==> src/rtl/alu_pkg.sv <==
// Shared ALU operation encodings and ALUOp instruction classes.
// Used by the issue-stage decoder and by the ALU itself.
package alu_pkg;

  localparam int OP_W = 4;

  typedef logic [OP_W-1:0] alu_op_t;
  typedef logic [1:0]      aluop_t;

  localparam alu_op_t OP_AND = 4'b0000;
  localparam alu_op_t OP_OR  = 4'b0001;
  localparam alu_op_t OP_ADD = 4'b0010;
  localparam alu_op_t OP_XOR = 4'b0011;
  localparam alu_op_t OP_SLL = 4'b0100;
  localparam alu_op_t OP_SRL = 4'b0101;
  localparam alu_op_t OP_SUB = 4'b0110;
  localparam alu_op_t OP_SRA = 4'b0111;
  localparam alu_op_t OP_BEQ = 4'b1000;
  localparam alu_op_t OP_BLT = 4'b1001;
  localparam alu_op_t OP_BGE = 4'b1010;
  localparam alu_op_t OP_SLT = 4'b1100;

  localparam aluop_t ALUOP_MEM   = 2'b00;
  localparam aluop_t ALUOP_BR    = 2'b01;
  localparam aluop_t ALUOP_ARITH = 2'b10;
  localparam aluop_t ALUOP_RSVD  = 2'b11;

  typedef struct packed {
    alu_op_t op;
    logic    is_branch;
    logic    illegal;
  } dec_t;

  function automatic dec_t dec_default();
    dec_t d;
    d.op        = OP_ADD;
    d.is_branch = 1'b0;
    d.illegal   = 1'b0;
    return d;
  endfunction

endpackage

==> src/rtl/alu_op_decode.sv <==
// Pure combinational ALUOp/funct decode into an ALU operation.
// Illegal encodings fall back to ADD with the illegal flag raised.
module alu_op_decode
  import alu_pkg::*;
(
  input  aluop_t      aluop_i,
  input  logic [2:0]  funct3_i,
  input  logic        funct7b5_i,
  input  logic        is_rtype_i,
  output dec_t        dec_o
);

  always_comb begin
    dec_o = dec_default();
    unique case (1'b1)
      (aluop_i == ALUOP_MEM): begin
        dec_o.op = OP_ADD;
      end
      (aluop_i == ALUOP_BR): begin
        dec_o.is_branch = 1'b1;
        case (funct3_i)
          3'b000,
          3'b001:  dec_o.op = OP_BEQ;
          3'b100:  dec_o.op = OP_BLT;
          3'b101:  dec_o.op = OP_BGE;
          default: dec_o.illegal = 1'b1;
        endcase
      end
      (aluop_i == ALUOP_ARITH): begin
        case (funct3_i)
          3'b000:
            dec_o.op = (is_rtype_i && funct7b5_i)
                     ? OP_SUB : OP_ADD;
          3'b001:  dec_o.op = OP_SLL;
          3'b010:  dec_o.op = OP_SLT;
          3'b100:  dec_o.op = OP_XOR;
          3'b101:
            dec_o.op = funct7b5_i ? OP_SRA : OP_SRL;
          3'b110:  dec_o.op = OP_OR;
          3'b111:  dec_o.op = OP_AND;
          default: dec_o.illegal = 1'b1;
        endcase
      end
      default: begin
        dec_o.illegal = 1'b1;
      end
    endcase
  end

endmodule

==> src/rtl/alu_op_issue.sv <==
// Registered ALU-op issue stage: decode, flush/stall priority, illegal tracking.
// Optional saturating illegal counter: define ALU_OP_ISSUE_ILLEGAL_CNT_EN.
module alu_op_issue
  import alu_pkg::*;
#(
  parameter int OPCODE_LENGTH = 4,
  parameter int CNT_WIDTH     = 8
) (
  input  logic                     clk,
  input  logic                     reset_n,
  input  logic                     in_valid,
  input  logic [1:0]               ALUOp,
  input  logic [2:0]               Funct3,
  input  logic [6:0]               Funct7,
  input  logic                     is_rtype,
  input  logic                     stall,
  input  logic                     flush,
  output logic [OPCODE_LENGTH-1:0] Operation,
  output logic                     out_valid,
  output logic                     is_branch,
  output logic                     illegal,
`ifdef ALU_OP_ISSUE_ILLEGAL_CNT_EN
  output logic                     illegal_sticky,
  output logic [CNT_WIDTH-1:0]     illegal_cnt
`else
  output logic                     illegal_sticky
`endif
);

  dec_t dec;

  alu_op_decode u_dec (
    .aluop_i    (ALUOp),
    .funct3_i   (Funct3),
    .funct7b5_i (Funct7[5]),
    .is_rtype_i (is_rtype),
    .dec_o      (dec)
  );

  logic unused_funct7;
  assign unused_funct7 = ^{Funct7[6], Funct7[4:0]};

  logic [OPCODE_LENGTH-1:0] op_q, op_d;
  logic valid_q, valid_d;
  logic br_q, br_d;
  logic ill_q, ill_d;
  logic sticky_q, sticky_d;
  logic take_ill;

  // Only an accepted, valid load may flag or count an illegal op.
  assign take_ill = !flush && !stall
                 && in_valid && dec.illegal;

  always_comb begin
    op_d    = op_q;
    valid_d = valid_q;
    br_d    = br_q;
    ill_d   = ill_q;
    if (flush) begin
      op_d    = '0;
      valid_d = 1'b0;
      br_d    = 1'b0;
      ill_d   = 1'b0;
    end else if (!stall) begin
      op_d    = in_valid
              ? OPCODE_LENGTH'(dec.op) : '0;
      valid_d = in_valid;
      br_d    = in_valid && dec.is_branch;
      ill_d   = in_valid && dec.illegal;
    end
    sticky_d = sticky_q || take_ill;
  end

`ifdef ALU_OP_ISSUE_ILLEGAL_CNT_EN
  logic [CNT_WIDTH-1:0] cnt_q, cnt_d;

  always_comb begin
    cnt_d = cnt_q;
    if (take_ill && (cnt_q != '1))
      cnt_d = cnt_q + 1'b1;
  end

  always_ff @(posedge clk or negedge reset_n) begin
    if (!reset_n) begin
      cnt_q <= '0;
    end else begin
      cnt_q <= cnt_d;
    end
  end

  assign illegal_cnt = cnt_q;
`else
  localparam int unused_cnt_w = CNT_WIDTH;
`endif

  always_ff @(posedge clk or negedge reset_n) begin
    if (!reset_n) begin
      op_q     <= '0;
      valid_q  <= 1'b0;
      br_q     <= 1'b0;
      ill_q    <= 1'b0;
      sticky_q <= 1'b0;
    end else begin
      op_q     <= op_d;
      valid_q  <= valid_d;
      br_q     <= br_d;
      ill_q    <= ill_d;
      sticky_q <= sticky_d;
    end
  end

  assign Operation      = op_q;
  assign out_valid      = valid_q;
  assign is_branch      = br_q;
  assign illegal        = ill_q;
  assign illegal_sticky = sticky_q;

endmodule

==> config.mk <==
export PLATFORM = sky130hd
export DESIGN_NAME = alu_op_issue
export DESIGN_NICKNAME = d
export VERILOG_FILES = /design/src/rtl/alu_pkg.sv /design/src/rtl/alu_op_decode.sv /design/src/rtl/alu_op_issue.sv
export SDC_FILE = /design/constraint.sdc
export NUM_CORES = 1
export LEC_CHECK = 0
export BUFFER_PORTS_ARGS = -buffer_cell sky130_fd_sc_hd__buf_2
export CORE_AREA = 8 8 45 47
export CTS_CLUSTER_SIZE = 12
export DETAILED_ROUTE_END_ITERATION = 12
export DIE_AREA = 0 0 53 55
export MAX_ROUTING_LAYER = met4
export PLACE_DENSITY = 0.79
export REMOVE_ABC_BUFFERS = 1
export SKIP_CTS_REPAIR_TIMING = 1
export SLEW_MARGIN = 20
export SYNTH_ARGS = -nofsm -noshare
export SYNTH_HDL_FRONTEND = slang
export SYNTH_HIERARCHICAL = 1
export SYNTH_SLANG_ARGS = --single-unit
==> constraint.sdc <==
create_clock -name clk -period 0.8 [get_ports clk]
set_clock_uncertainty 0.1 [all_clocks]
set_input_delay 0.12 -clock clk [delete_from_list [all_inputs] [get_ports clk]]
set_output_delay 0.12 -clock clk [all_outputs]
set_load 0.005 [all_outputs]
After elaboration in Yosys (flattened, before gate mapping)
Cells that the tools add are included.
Widths: inputs -> output; s select.
{ "totals": {"reg_bits": 8, "output_inout_bits": 8, "wordCells": 46} }
{ "op_classes": {"mux": 18, "n_eq_ne": 9, "reduce_logical": 14} }
{ "ops": {"columns": ["cell", "count"], "rows": [
  ["$pmux 4 s7", 1],
  ["$eq 3x3->1 const B", 4],
  ["$mux 4", 3],
  ["$pmux 4 s3", 1],
  ["$mux 1", 9],
  ["$pmux 4 s2", 1],
  ["$reduce_or 7->1", 1],
  ["$logic_and 1x1->1", 6],
  ["$reduce_or 4->1", 1],
  ["$eq 3x1->1 const B", 1],
  ["$eq 3x2->1 const B", 1],
  ["$logic_not 3->1", 1],
  ["$mux 3", 1],
  ["$pmux 1 s3", 1],
  ["$eq 2x1->1 const B", 1],
  ["$eq 2x2->1 const B", 1],
  ["$logic_not 1->1", 2],
  ["$logic_not 2->1", 1],
  ["$mux 2", 1],
  ["$ne 2x1->1 const B", 1],
  ["$reduce_or 2->1", 1],
  ["$logic_or 1x1->1", 1]
]} }

Depth between registers and ports, before layout
Gate-level depths: netlist of run 1.
{ "depth": {"ltp_word": 7, "mapped_depth": 7, "mapped_depth_nobuf": 7} }

Modules after synthesis
The synthesis of run 1 kept the hierarchy.
{ "by_module_without_submodules": {"columns": ["mod", "n_inst", "cells_per_inst", "area_per_inst_um2"], "rows": [
  ["alu_op_issue", 1, 21, 320.3],
  ["alu_op_decode", 1, 24, 171.4]
]} }

Least setup slack after synthesis of run 1
Ideal clock, no wire load.
{ "synth_timing": {"path_kind": "in2reg", "start": "in ALUOp[0]", "end": "reg sticky_q, in the netlist illegal_sticky", "path_slack_ns": -0.479, "t_required_ns": 0.576, "setup_ns": 0.124, "path_buffers": 0, "stages": 7, "arrival_time_ns": 1.055, "cell_sequence": "inv_1 ha_1 and3b_1 o21ai_1 nand2b_1 nor4bb_2 or2_1"} }
{ "synth_lines": {"columns": ["item", "line", "source"], "rows": [
  ["start, declared", "alu_op_issue.sv:12", "input logic [1:0] ALUOp,"],
  ["end signal, assigned", "alu_op_issue.sv:108", "sticky_q <= sticky_d;"],
  ["end, declared", "alu_op_issue.sv:47", "logic sticky_q, sticky_d;"]
]} }

==> summary.md, run 1 <==
| Metric | Value |
|---|---|
| GRT Total Usage | 0.102 |
| Routed Antenna Nets | 0 |
| Largest net degree at the start of global routing | 9 |
| DRC Markers | 0 |
| Post-Route WL | 1590 um |
| F_max | 865 MHz |
| Endpoints failing hold | 0 |
| IO Port Bufs | 19 |
| Failing checks | negative setup slack |
| Worst slew pin tran | 0.234 ns |
| GP Congestion | 0.809 |
| RSZ-0062 raised after global routing | yes |
| Worst setup margin | -0.356 ns |
| Post-Synthesis Cells | 45 |
| CTS tree | built |
| Via Count | 524 |
| Clock sink total | 8 |
| Initial DRC Count | 21 |
| GR Overflow Total | 0 |
| Clock Path Buffers | 2 |
| Max IR drop VDD | 0.000773 V |
| Core Area | 1380 um^2 |
| Slew HR | 0.843 |
| Crit Path Class | in -> reg |
| Synth-to-Final Area Change | 67.9% |
| Most frequent cells in the layout | buf_2 (17), buf_4 (15), dfrtp_1 (8) |
| Tmin final | 1.16 ns |
| Initial antenna violation count | 0 |
| Sequential area share after synthesis | 0.407 |
| First-pass GRT wire length | 2170 um |
| Initial Utilization | 0.355 |
| HPWL after detailed placement | 1130 um |
| Die ar. | 2920 um^2 |
| Most common cell after layout, fill and taps aside | buf_2 |
| Worst-Skew Late Latency | 0.25 ns |
| CTS clk-pin slew, worst paths | 0.05 ns |
| Pre-antenna DRT Iters | 4 |
| Cell area after layout | 826 um^2 |
| Fin. max-slew vios | 0 |
| Routed len/inst | 15.9 um |
| HP Class | in -> reg |
| Outcome | complete, but fails checks |
| CTS H-Tree Depth | 1 |
| Vias in the first global route | 535 |
| P_leak | 0.446 nW |
| Mapped Avg Cell Area | 10.9 um^2 |
| Final setup viols | 14 |
| Clock buffer count from CTS | 3 |
| DP Area | 702 um^2 |
| Final period util | 1.44 |
| Max-Cap Viols | 0 |
| Hold slack | 0.0835 ns |
| Antenna diode count | 0 |
| Arrival time worst endpoint | 1.19 ns |
| Required time of the critical path | 0.84 ns |
| Clock root buffer master | clkbuf_4 |
| Crit end category | register |
| Register bit total from synthesis | 8 |
| Yosys warns | 6 |
| Netlist cell types | 22 |
| Nature of the critical path startpoint | input pin |
| PD cells | 1250 nW/um^2 |
| Maximum fanout along the worst path | 3 |
| Fraction of layout cells with a size suffix above 1 | 0.571 |
| Synth Cell Area | 492 um^2 |
| Die width | 53 um |
| # IOs | 26 |
| Mean number of vias per cell | 5.24 |
| Nets | 107 |
| Standard-cell rows | 14 |
| Die Ht | 55 um |
## power breakdown
group	internal, W	switching (W)	leakage (nW)	total [W]
registers	0.000421	0.00000906	0.106	0.000430
clock network	0.000172	0.000138	0.0138	0.000309
logic	0.000163	0.000133	0.326	0.000295
total	0.000756	0.000279	0.446	0.00104
## per-stage QoR
step	total power, W	std cells	worst slack (ns)	utilization	TNS (ns)
after floorplan	0.000526	45	-0.479	-	-2.10
after global placement	0.000661	91	-0.636	0.507	-3.47
after detailed placement	0.000674	91	-0.678	0.507	-3.75
after CTS	0.000988	94	-0.410	0.524	-3.31
after global routing	0.00109	100	-0.362	0.597	-3.35
final	0.00104	100	-0.356	0.597	-2.98
## layout make-up
cell class              instances  area (um^2)
clock buffers                   3         22.5
well taps                      16         20.0
fillers                       121          558
multi-input cells              32          308
flip-flops and latches          8          200
inverters                       5         21.3
repair buffers                 36          254
## registers in the layout, summed over array words and instances, names as in the netlist
signal          count
illegal_sticky      1
illegal             1
out_valid           1
Operation           4
is_branch           1
## cell usage after synthesis
cell      number  area share
a21boi_0       1       0.015
nor3_2         1       0.020
a31oi_1        1       0.013
or2_1          1       0.013
o21ai_1        1       0.010
a21o_1         1       0.015
mux2i_1        2       0.041
o311ai_1       1       0.018
inv_1          5       0.038
nand2b_1       3       0.038
nor3b_1        1       0.015
o211a_1        1       0.020
nor4bb_2       1       0.033
nor2_1         3       0.023
o31a_1         1       0.018
a32o_1         5        0.10
nor2b_2        1       0.018
nor2b_4        1       0.028
and3b_1        1       0.018
ha_1           3       0.076
dfrtp_1        8        0.41
a21oi_1        2       0.020
## path summary, 6_finish.rpt
kind / to / slack, ns / depth (start not counted) / from
worst max-delay path: illegal_sticky / -0.36 / 8 / ALUOp[0]
worst min-delay path: out_valid / 0.08 / 3 / in_valid
worst max register to register: Operation[3] / -0.12 / 2 / Operation[3]
worst min register to register: illegal / 0.38 / 1 / illegal
max in group asynchronous: Operation[0] / 0.28 / 2 / reset_n
min in group asynchronous: Operation[2] / 0.16 / 2 / reset_n
## per-layer routing
metal / share of wire / global-route usage
met1: 0.38 / 0.0949
met2: 0.56 / 0.188
met3: 0.035 / 0.0160
met4: 0.018 / 0.0733
met5: 0 / -
## cells by family (layout without fill, tap and decap cells)
group | count (synthesis) | in the layout | share of synthesized area
compound gates | 14 | 14 | 0.232
simple gates | 13 | 13 | 0.206
flops | 8 | 8 | 0.407
buf+inv | 5 | 44 | 0.0382
fa+ha+maj | 3 | 3 | 0.0763
mux | 2 | 2 | 0.0407
## worst max-delay path, cell delays in order
cell      delay [ns]
buf_8           0.08
inv_4           0.03
ha_4            0.14
and3b_1         0.16
o21ai_2         0.16
nand2b_1        0.10
nor4bb_4        0.16
or2_1           0.23
Power figures use the tool's default switching activity.
==> run 2: changes to the inputs <==
==> constraint.sdc (replaced) <==
create_clock -name clk -period 1.21 [get_ports clk]
set_clock_uncertainty 0.1 [all_clocks]
set_input_delay 0.1815 -clock clk [delete_from_list [all_inputs] [get_ports clk]]
set_output_delay 0.1815 -clock clk [all_outputs]
set_load 0.005 [all_outputs]
==> summary.md, run 2 (same netlist as run 1, synthesis figures left out) <==
| Metric | Value |
|---|---|
| Hold slack | 0.0946 ns (was 0.0835 ns) |
| Initial antenna violation count | 0 (unchanged) |
| Worst slew pin tran | 0.233 ns (was 0.234 ns) |
| CTS tree | built (unchanged) |
| Pre-antenna DRT Iters | 2 (was 4) |
| Via Count | 482 (was 524) |
| Fraction of layout cells with a size suffix above 1 | 0.513 (was 0.571) |
| Routed len/inst | 13.4 um (was 15.9 um) |
| Max IR drop VDD | 0.000466 V (was 0.000773 V) |
| P_leak | 0.407 nW (was 0.446 nW) |
| Nets | 101 (was 107) |
| Utilization after layout | 0.542 (was 0.597) |
| # IOs | 26 (unchanged) |
| Initial Utilization | 0.355 (unchanged) |
| Die ar. | 2920 um^2 (unchanged) |
| GR Overflow Total | 0 (unchanged) |
| Max reg flops | 4 (unchanged) |
| Standard-cell rows | 14 (unchanged) |
| Clock Path Buffers | 2 (unchanged) |
| Worst-Skew Late Latency | 0.25 ns (about the same) |
| Antenna diode count | 0 (unchanged) |
| Die width | 53 um (unchanged) |
| DRC Markers | 0 (unchanged) |
| F_max | 859 MHz |
| Clock sink total | 8 (unchanged) |
| Dpl cells | 90 (was 91) |
| Nature of the critical path startpoint | input pin (unchanged) |
| Final period util | 0.962 |
| HPWL after detailed placement | 1040 um (was 1130 um) |
| Synth-to-Final Area Change | 52.7% (was 67.9%) |
| PD cells | 866 nW/um^2 (was 1250 nW/um^2) |
| Maximum fanout along the worst path | 3 (unchanged) |
| Initial DRC Count | 4 (was 21) |
| Routed Antenna Nets | 0 (unchanged) |
| GP Congestion | 0.795 (was 0.809) |
| Vias in the first global route | 497 (was 535) |
| Clock buffer count from CTS | 3 (unchanged) |
| PnR Total Power | 0.000650 W (was 0.00104 W) |
| Outcome | finished clean (was complete, but fails checks) |
| CTS H-Tree Depth | 1 (unchanged) |
| CTS clk-pin slew, worst paths | 0.05 ns (about the same) |
| Cell area after layout | 751 um^2 (was 826 um^2) |
| Endpoints failing hold | 0 (unchanged) |
| HP Class | in -> reg (unchanged) |
| GRT Total Usage | 0.0935 (was 0.102) |
| Arrival time worst endpoint | 1.21 ns (was 1.19 ns) |
| Filler cells | 124 (was 121) |
| Non-filler instance count after layout | 94 (was 100) |
| Max-Cap Viols | 0 (unchanged) |
| Crit end category | register (unchanged) |
| Final setup viols | 0 (was 14) |
| Crit Path Class | in -> reg (unchanged) |
| RSZ-0062 raised after global routing | yes (unchanged) |
| Mean number of vias per cell | 5.13 (was 5.24) |
| Most frequent cells in the layout | buf_2 (17), buf_4 (11), dfrtp_1 (8) (was buf_2 (17), buf_4 (15), dfrtp_1 (8)) |
| Post-Route WL | 1260 um (was 1590 um) |
| Slew HR | 0.842 (was 0.843) |
| First-pass GRT wire length | 2010 um (was 2170 um) |
| Fin. max-slew vios | 0 (unchanged) |
| Required time of the critical path | 1.26 ns (was 0.84 ns) |
| Clock root buffer master | clkbuf_4 (unchanged) |
| Die Ht | 55 um (unchanged) |
| Core Area | 1380 um^2 (unchanged) |
| DP Area | 682 um^2 (was 702 um^2) |
| Tmin final | 1.16 ns |
| IO Port Bufs | 19 (unchanged) |
| Largest net degree at the start of global routing | 9 (unchanged) |
| Most common cell after layout, fill and taps aside | buf_2 (unchanged) |
==> run 2: changes by cell type in the layout (fill, tap and decap cells not counted) <==
| cell | before | now |
|---|---|---|
| o311ai_1 | 0 | 1 |
| buf_8 | 1 | 0 |
| buf_12 | 1 | 0 |
| buf_4 | 15 | 11 |
| inv_1 | 3 | 4 |
| inv_4 | 1 | 0 |
| o311ai_2 | 1 | 0 |
==> run 2: worst paths after layout <==
| kind | from | to | slack [ns] | cells past startpoint |
|---|---|---|---|---|
| max | ALUOp[1] | illegal_sticky | 0.05 | 7 |
| min | flush | out_valid | 0.09 | 2 |
| max reg2reg | Operation[2] | Operation[2] | 0.41 | 1 |
| min reg2reg | illegal_sticky | illegal_sticky | 0.38 | 1 |
| max in group asynchronous | reset_n | is_branch | 0.65 | 2 |
| min in group asynchronous | reset_n | out_valid | 0.19 | 2 |
==> run 2: through the flow <==
stage | setup slack [ns] | setup TNS, ns
6_report | 0.0460 | 0
4_1_cts | -0.0498 | -0.0523
2_1_floorplan | -0.130 | -0.285
3_3_place_gp | -0.283 | -1.11
3_5_place_dp | -0.324 | -1.32
5_1_grt | -0.0190 | -0.0190
==> run 2: where the power goes <==
part	total, W	internal, W	leakage (nW)	switching (W)
registers	0.000285	0.000279	0.106	0.00000569
clock network	0.000201	0.000113	0.0138	0.0000881
logic	0.000164	0.0000909	0.288	0.0000735
==> run 2: layer usage <==
layer	vias to the layer above	GRT usage	part of all wire
li1	236	-	-
met1	228	0.0882	0.42
met2	13	0.166	0.50
met3	5	0.0294	0.058
met4	0	0.0517	0.029
met5	-	-	0
==> run 2: layout make-up <==
cell class / count / area [um^2] / area share
Clock buffer: 3 / 22.5 / 0.0300
Inverter: 5 / 18.8 / 0.0250
Multi-Input combinational cell: 32 / 300 / 0.400
Sequential cell: 8 / 200 / 0.267
Tap cell: 16 / 20.0 / 0.0267
Timing Repair Buffer: 30 / 189 / 0.252
==> run 2: critical path, stage by stage <==
cell	delay, ns
buf_4	0.13
ha_4	0.15
and3b_1	0.16
o21ai_2	0.15
nand2b_1	0.07
nor4bb_4	0.15
or2_1	0.22
